<file path="src/rtl/apb_defs.sv">
// Shared APB definitions used by both the master and the slave side.
// Bus widths, special register addresses and the slave FSM encodings.
package apb_defs;
    localparam int ADDR_W = 9;
    localparam int DATA_W = 8;

    localparam logic [7:0] ADDR_XCNT = 8'hFE;
    localparam logic [7:0] ADDR_CFG  = 8'hFF;

    localparam logic [0:0] IDLE   = 1'b0;
    localparam logic [0:0] ACCESS = 1'b1;
endpackage

</file>
<file path="src/rtl/apb_regfile.sv">
// DEPTH x DATA_W storage array: synchronous write, combinational read,
// synchronous clear. Out-of-range addresses read as zero and never write.
module apb_regfile
    import apb_defs::*;
#(
    parameter int DEPTH = 32
) (
    input  logic              clk,
    input  logic              rst_n,
    input  logic              we,
    input  logic [7:0]        waddr,
    input  logic [DATA_W-1:0] wdata,
    input  logic [7:0]        raddr,
    output logic [DATA_W-1:0] rdata
);
    localparam int         IDX_W   = (DEPTH > 1) ? $clog2(DEPTH) : 1;
    localparam logic [7:0] DEPTH_L = 8'(DEPTH);

    logic [DATA_W-1:0] mem [DEPTH];

    always_ff @(posedge clk) begin
        if (!rst_n) begin
            for (int i = 0; i < DEPTH; i++) begin
                mem[i] <= '0;
            end
        end else if (we && (waddr < DEPTH_L)) begin
            mem[waddr[IDX_W-1:0]] <= wdata;
        end
    end

    assign rdata = (raddr < DEPTH_L) ? mem[raddr[IDX_W-1:0]] : '0;
endmodule

</file>
<file path="src/rtl/apb_regfile_slave.sv">
// APB slave with a byte register file, a wait-state CFG register and a
// read-only count (XCNT) of transfers that completed without error.
module apb_regfile_slave
    import apb_defs::*;
#(
    parameter int DEPTH    = 32,
    parameter int RST_WAIT = 0
) (
    input  logic              PCLK,
    input  logic              PRESETn,
    input  logic              PSEL,
    input  logic              PENABLE,
    input  logic              PWRITE,
    input  logic [ADDR_W-1:0] PADDR,
    input  logic [DATA_W-1:0] PWDATA,
    output logic [DATA_W-1:0] PRDATA,
    output logic              PREADY,
    output logic              PSLVERR,
    output logic [0:0]        dbg_state
);
    localparam logic [7:0] DEPTH_L = 8'(DEPTH);

    // Handshake: a setup cycle (PSEL=1, PENABLE=0) seen in IDLE opens a transfer;
    // it completes on the edge where PSEL=PENABLE=PREADY=1. PREADY, PSLVERR and
    // PRDATA are only meaningful in that completing cycle and are zero otherwise.
    logic [0:0]        state;
    logic [7:0]        addr_q;
    logic              write_q;
    logic [DATA_W-1:0] wdata_q;
    logic [2:0]        wait_cnt;
    logic [2:0]        cfg;
    logic [DATA_W-1:0] xcnt;
    logic [DATA_W-1:0] rf_rdata;
    logic [DATA_W-1:0] rd_mux;
    logic              in_rf, is_xcnt, is_cfg, slv_err, ready, complete;
    logic              unused_paddr_msb;

    assign unused_paddr_msb = PADDR[8];

    assign in_rf    = addr_q < DEPTH_L;
    assign is_xcnt  = addr_q == ADDR_XCNT;
    assign is_cfg   = addr_q == ADDR_CFG;
    assign slv_err  = !(in_rf || is_xcnt || is_cfg) || (write_q && is_xcnt);
    assign ready    = (state == ACCESS) && PSEL && (wait_cnt == 3'd0);
    assign complete = ready && PENABLE;

    apb_regfile #(.DEPTH(DEPTH)) u_regfile (
        .clk   (PCLK),
        .rst_n (PRESETn),
        .we    (complete && write_q && in_rf),
        .waddr (addr_q),
        .wdata (wdata_q),
        .raddr (addr_q),
        .rdata (rf_rdata)
    );

    // CFG is read from the register itself, so a same-cycle write is not visible.
    always_comb begin
        rd_mux = '0;
        if (in_rf) begin
            rd_mux = rf_rdata;
        end else if (is_xcnt) begin
            rd_mux = xcnt;
        end else if (is_cfg) begin
            rd_mux = {5'b0, cfg};
        end
    end

    assign PREADY    = ready;
    assign PSLVERR   = ready && slv_err;
    assign PRDATA    = (ready && !write_q && !slv_err) ? rd_mux : '0;
    assign dbg_state = state;

    always_ff @(posedge PCLK) begin
        if (!PRESETn) begin
            state    <= IDLE;
            addr_q   <= '0;
            write_q  <= 1'b0;
            wdata_q  <= '0;
            wait_cnt <= '0;
            cfg      <= 3'(RST_WAIT);
            xcnt     <= '0;
        end else if (state == IDLE) begin
            if (PSEL && !PENABLE) begin
                state    <= ACCESS;
                addr_q   <= PADDR[7:0];
                write_q  <= PWRITE;
                wdata_q  <= PWDATA;
                wait_cnt <= cfg;
            end
        end else begin
            if (!PSEL) begin
                state <= IDLE;
            end else if (PENABLE) begin
                if (wait_cnt == 3'd0) begin
                    state <= IDLE;
                    if (write_q && is_cfg) begin
                        cfg <= wdata_q[2:0];
                    end
                    if (!slv_err) begin
                        xcnt <= xcnt + 8'd1;
                    end
                end else begin
                    wait_cnt <= wait_cnt - 3'd1;
                end
            end
        end
    end
endmodule

</file>
<file path="config.mk">
export PLATFORM = sky130hd
export DESIGN_NAME = apb_regfile_slave
export DESIGN_NICKNAME = d
export VERILOG_FILES = /design/src/rtl/apb_defs.sv /design/src/rtl/apb_regfile.sv /design/src/rtl/apb_regfile_slave.sv
export SDC_FILE = /design/constraint.sdc
export NUM_CORES = 1
export LEC_CHECK = 0
export BUFFER_PORTS_ARGS = -buffer_cell sky130_fd_sc_hd__buf_2
export CAP_MARGIN = 20
export CORE_MARGIN = 2
export CORE_UTILIZATION = 30
export CTS_BUF_LIST = sky130_fd_sc_hd__clkbuf_4 sky130_fd_sc_hd__clkbuf_8 sky130_fd_sc_hd__clkbuf_16
export CTS_CLUSTER_SIZE = 16
export DETAILED_ROUTE_END_ITERATION = 8
export SYNTH_ARGS = -nofsm -noshare
export SYNTH_HDL_FRONTEND = slang
export SYNTH_SLANG_ARGS = --single-unit
export TNS_END_PERCENT = 5
</file>
<file path="constraint.sdc">
create_clock -name PCLK -period 3 [get_ports PCLK]
set_input_delay 0.6 -clock PCLK [delete_from_list [all_inputs] [get_ports PCLK]]
set_output_delay 0.6 -clock PCLK [all_outputs]
set_load 0.03 [all_outputs]
</file>
==> metrics.txt <==
Final Core Density=between 30% and 40%; WHS Path Cells=2; Initial DRC Count=about 700; Post-synth ARST share=0%; Netlist Area Pre-Place=around 14000 µm²; routed len/inst=20.33 µm; clk root buf=clkbuf_16; critical path endpoint category=primary output; critical hold path startpoint=PENABLE; critical path type=register to primary output; TritonRoute pass-1 iters=5; Tot GR Track Use=15.01%; Top FF cell, synth=edfxtp_1; Max-slew headroom=46.35%; Post-Synthesis Cells=between 1000 and 1500; TritonCTS clock tree=done; Die ar.=47830 µm²; fin cells=1735; worst skew pair latency=0.51 ns; syn nets=about 1000; RSZ-0062 raised after global routing=true; period utilisation layout=109.6%; CTS Hold Bufs=0; Longest Clk Path Bufs=3; Final Worst Setup Slack=-0.2879 ns; die span in y=218.7 µm; Startpoint Class=register; post-synth cell types=60; r2r setup slk=approximately 0.45 ns; total grt overflow=0; synthesized area per cell=between 10 and 15 µm²; layout cells sized above 1=28.02%; CP peak stage delay=~0.53 ns; most frequent CP cell=buf_12; Cell Chain, Critical Path=buf_12, buf_12, mux4_2, a22oi_2, a21oi_2, o311a_1, buf_6; Core ar.=45480 µm²; RR Startpoint=wait_cnt[0]; clk slew on worst S/H paths=0.06 ns; Cell Rows=78; commonest non-fill, non-tap cell in the layout=and2_1; Seq/Total Area, Yosys=about three fifths; Pleak=around 6.0 nW; Clock Sink Count=293; H-tree depth=2; n_diodes=0; clock buffer count from CTS=34; CP max FO=6; Slowest cell on crit path=mux4_2; initial antenna violation count=0; port buffer count=31; endpoints failing hold=0; via count=8425; Slew @ Worst Pin=0.8048 ns; pin count of the biggest net entering global routing=44; total power=9.411 mW; # nets final=1135; Routed Antenna Nets=0; Cell Pwr Density=564.0 nW/µm²; minimum clock period=3.288 ns; first-pass GRT wire length=53420 µm; Starting Density=between 30 and 40%; clock skew=0.01107 ns; max-cap violations=0; max-slew violation count=0; crit path DAT=2.69 ns; Hold EP=dbg_state; number of global-route vias before repair=8780; reg-to-reg critical path endpoint=u_regfile.mem[1][3]; Area growth syn-to-layout=20.65%; Placed Cells=1657; R2R cell count=9; Top Ports=33; EDFF count, synth=256; Hold WC Path Type=input port to register; failing checks=negative setup slack; Via density=approximately 5; Die Wd=218.7 µm; Detailed Route WL=around 35000 µm; most frequent cells in the layout=and2_1 (261), edfxtp_1 (256), buf_4 (75); RD Place Congestion=0.8304; DRC viols=0; FMAX=~300 MHz; setup violators final=8; final hold slack=between 0.3 and 0.4 ns; Required @ worst endpoint=2.40 ns; Post-DP HPWL=22560 µm; Yosys reg bits=between 200 and 300; VDD IR max=417.5 µV; status=complete, but fails checks; YS warnings=0
## synth_stat cells (all sizes together), types with 2 or more instances
master   number  share of area, %
dfxtp        37               5.4
a22oi        23               1.2
a211oi        5              0.27
xor2          4              0.25
edfxtp      256                56
and2        262                12
a31oi         2             0.090
a21oi        28               1.0
nor2b        14              0.63
and3          2             0.090
a2111oi       3              0.19
inv           6              0.16
nand3b        5              0.42
o21ai        40               1.4
nand2        48               1.3
nand4b        3              0.41
clkbuf       40               1.1
ha            3              0.27
nor2         60               2.2
nor3          2              0.11
nand4         6              0.38
mux2          5              0.41
a41oi         2              0.13
mux2i        40               2.9
nand2b        6              0.29
nand3        12              0.74
and2b         2              0.11
o21a          2              0.11
mux4         49               8.1
o31ai         5              0.37
a21boi        6              0.33
o311a         3              0.22
buf          25               1.2
## final cells by class
cell class / instances / area [µm²]
repair buffers: 123 / 1126
flip-flops and latches: 293 / 8442
inverters: 6 / 22.52
clock inverters: 18 / 136.4
well taps: 600 / 750.7
multi-input cells: 652 / 5219
clock buffers: 43 / 989.7
fillers: 4331 / 28790
## per-stage QoR
| stage | instance area, µm² | setup WS (ns) | TNS [ns] |
|---|---|---|---|
| 2_1_floorplan | 13830 | 0.1519 | 0 |
| 3_3_place_gp | 15030 | 0.09027 | 0 |
| 3_5_place_dp | 15030 | 0.1004 | 0 |
| 4_1_cts | 16610 | -0.2553 | -1.872 |
| 5_1_grt | 16690 | -0.3068 | -2.142 |
| 6_report | 16690 | -0.2879 | -1.742 |
## report_power, final
part	leakage (nW)	internal (mW)	switching, mW	total (mW)
Sequential	2.95	4.54	0.0726	4.62
Clock	0.567	2.50	1.62	4.12
Combinational	2.48	0.280	0.394	0.674
## logic make-up (layout without fill, tap and decap cells)
| group | after synthesis | after routing | synth area share, % |
|---|---|---|---|
| flops | 293 | 293 | 60.94 |
| simple gates | 426 | 426 | 18.89 |
| fa+ha+maj | 3 | 3 | 0.2714 |
| compound gates | 124 | 124 | 5.727 |
| xor+xnor | 5 | 5 | 0.3166 |
| buf+inv | 71 | 190 | 2.461 |
| mux | 94 | 94 | 11.39 |
## per-layer routing
layer	vias up	GRT usage [%]	share of wire, %
met5	-	0	0
met4	0	5.653	3.1
met3	66	2.352	3.9
met2	190	25.46	50
met1	4257	19.30	43
li1	3912	-	-
## state kept, by name, summed over array words and instances, names as in the netlist, named ones only
name / cells
addr_q: 8
cfg: 3
dbg_state: 1
u_regfile.mem: 256
wait_cnt: 3
wdata_q: 8
write_q: 1
xcnt: 8
## critical path: cells and delay by family (launching register included)
family	cells	cell delay, ns
mux	1	0.53
compound gates	3	0.82
flops	1	0.41
buf+inv	3	0.41
## worst max-delay path by stage
stage,from,to,depth (start not counted)
detailed placement,register,PRDATA[2],6
finish,register,PRDATA[2],7
CTS,register,PRDATA[2],7
floorplan,register,PRDATA[6],7
global route,register,PRDATA[2],7
global placement,register,PRDATA[1],6
## timing repair
item | CTS | global route
setup endpoints to repair | 8 | 8
pin swaps | 18 | 13
setup buffers | 10 | 6
hold endpoints to repair | 0 | 0
cloned | 5 | 0
resized for setup | 52 | 15
Power figures use the tool's default switching activity.
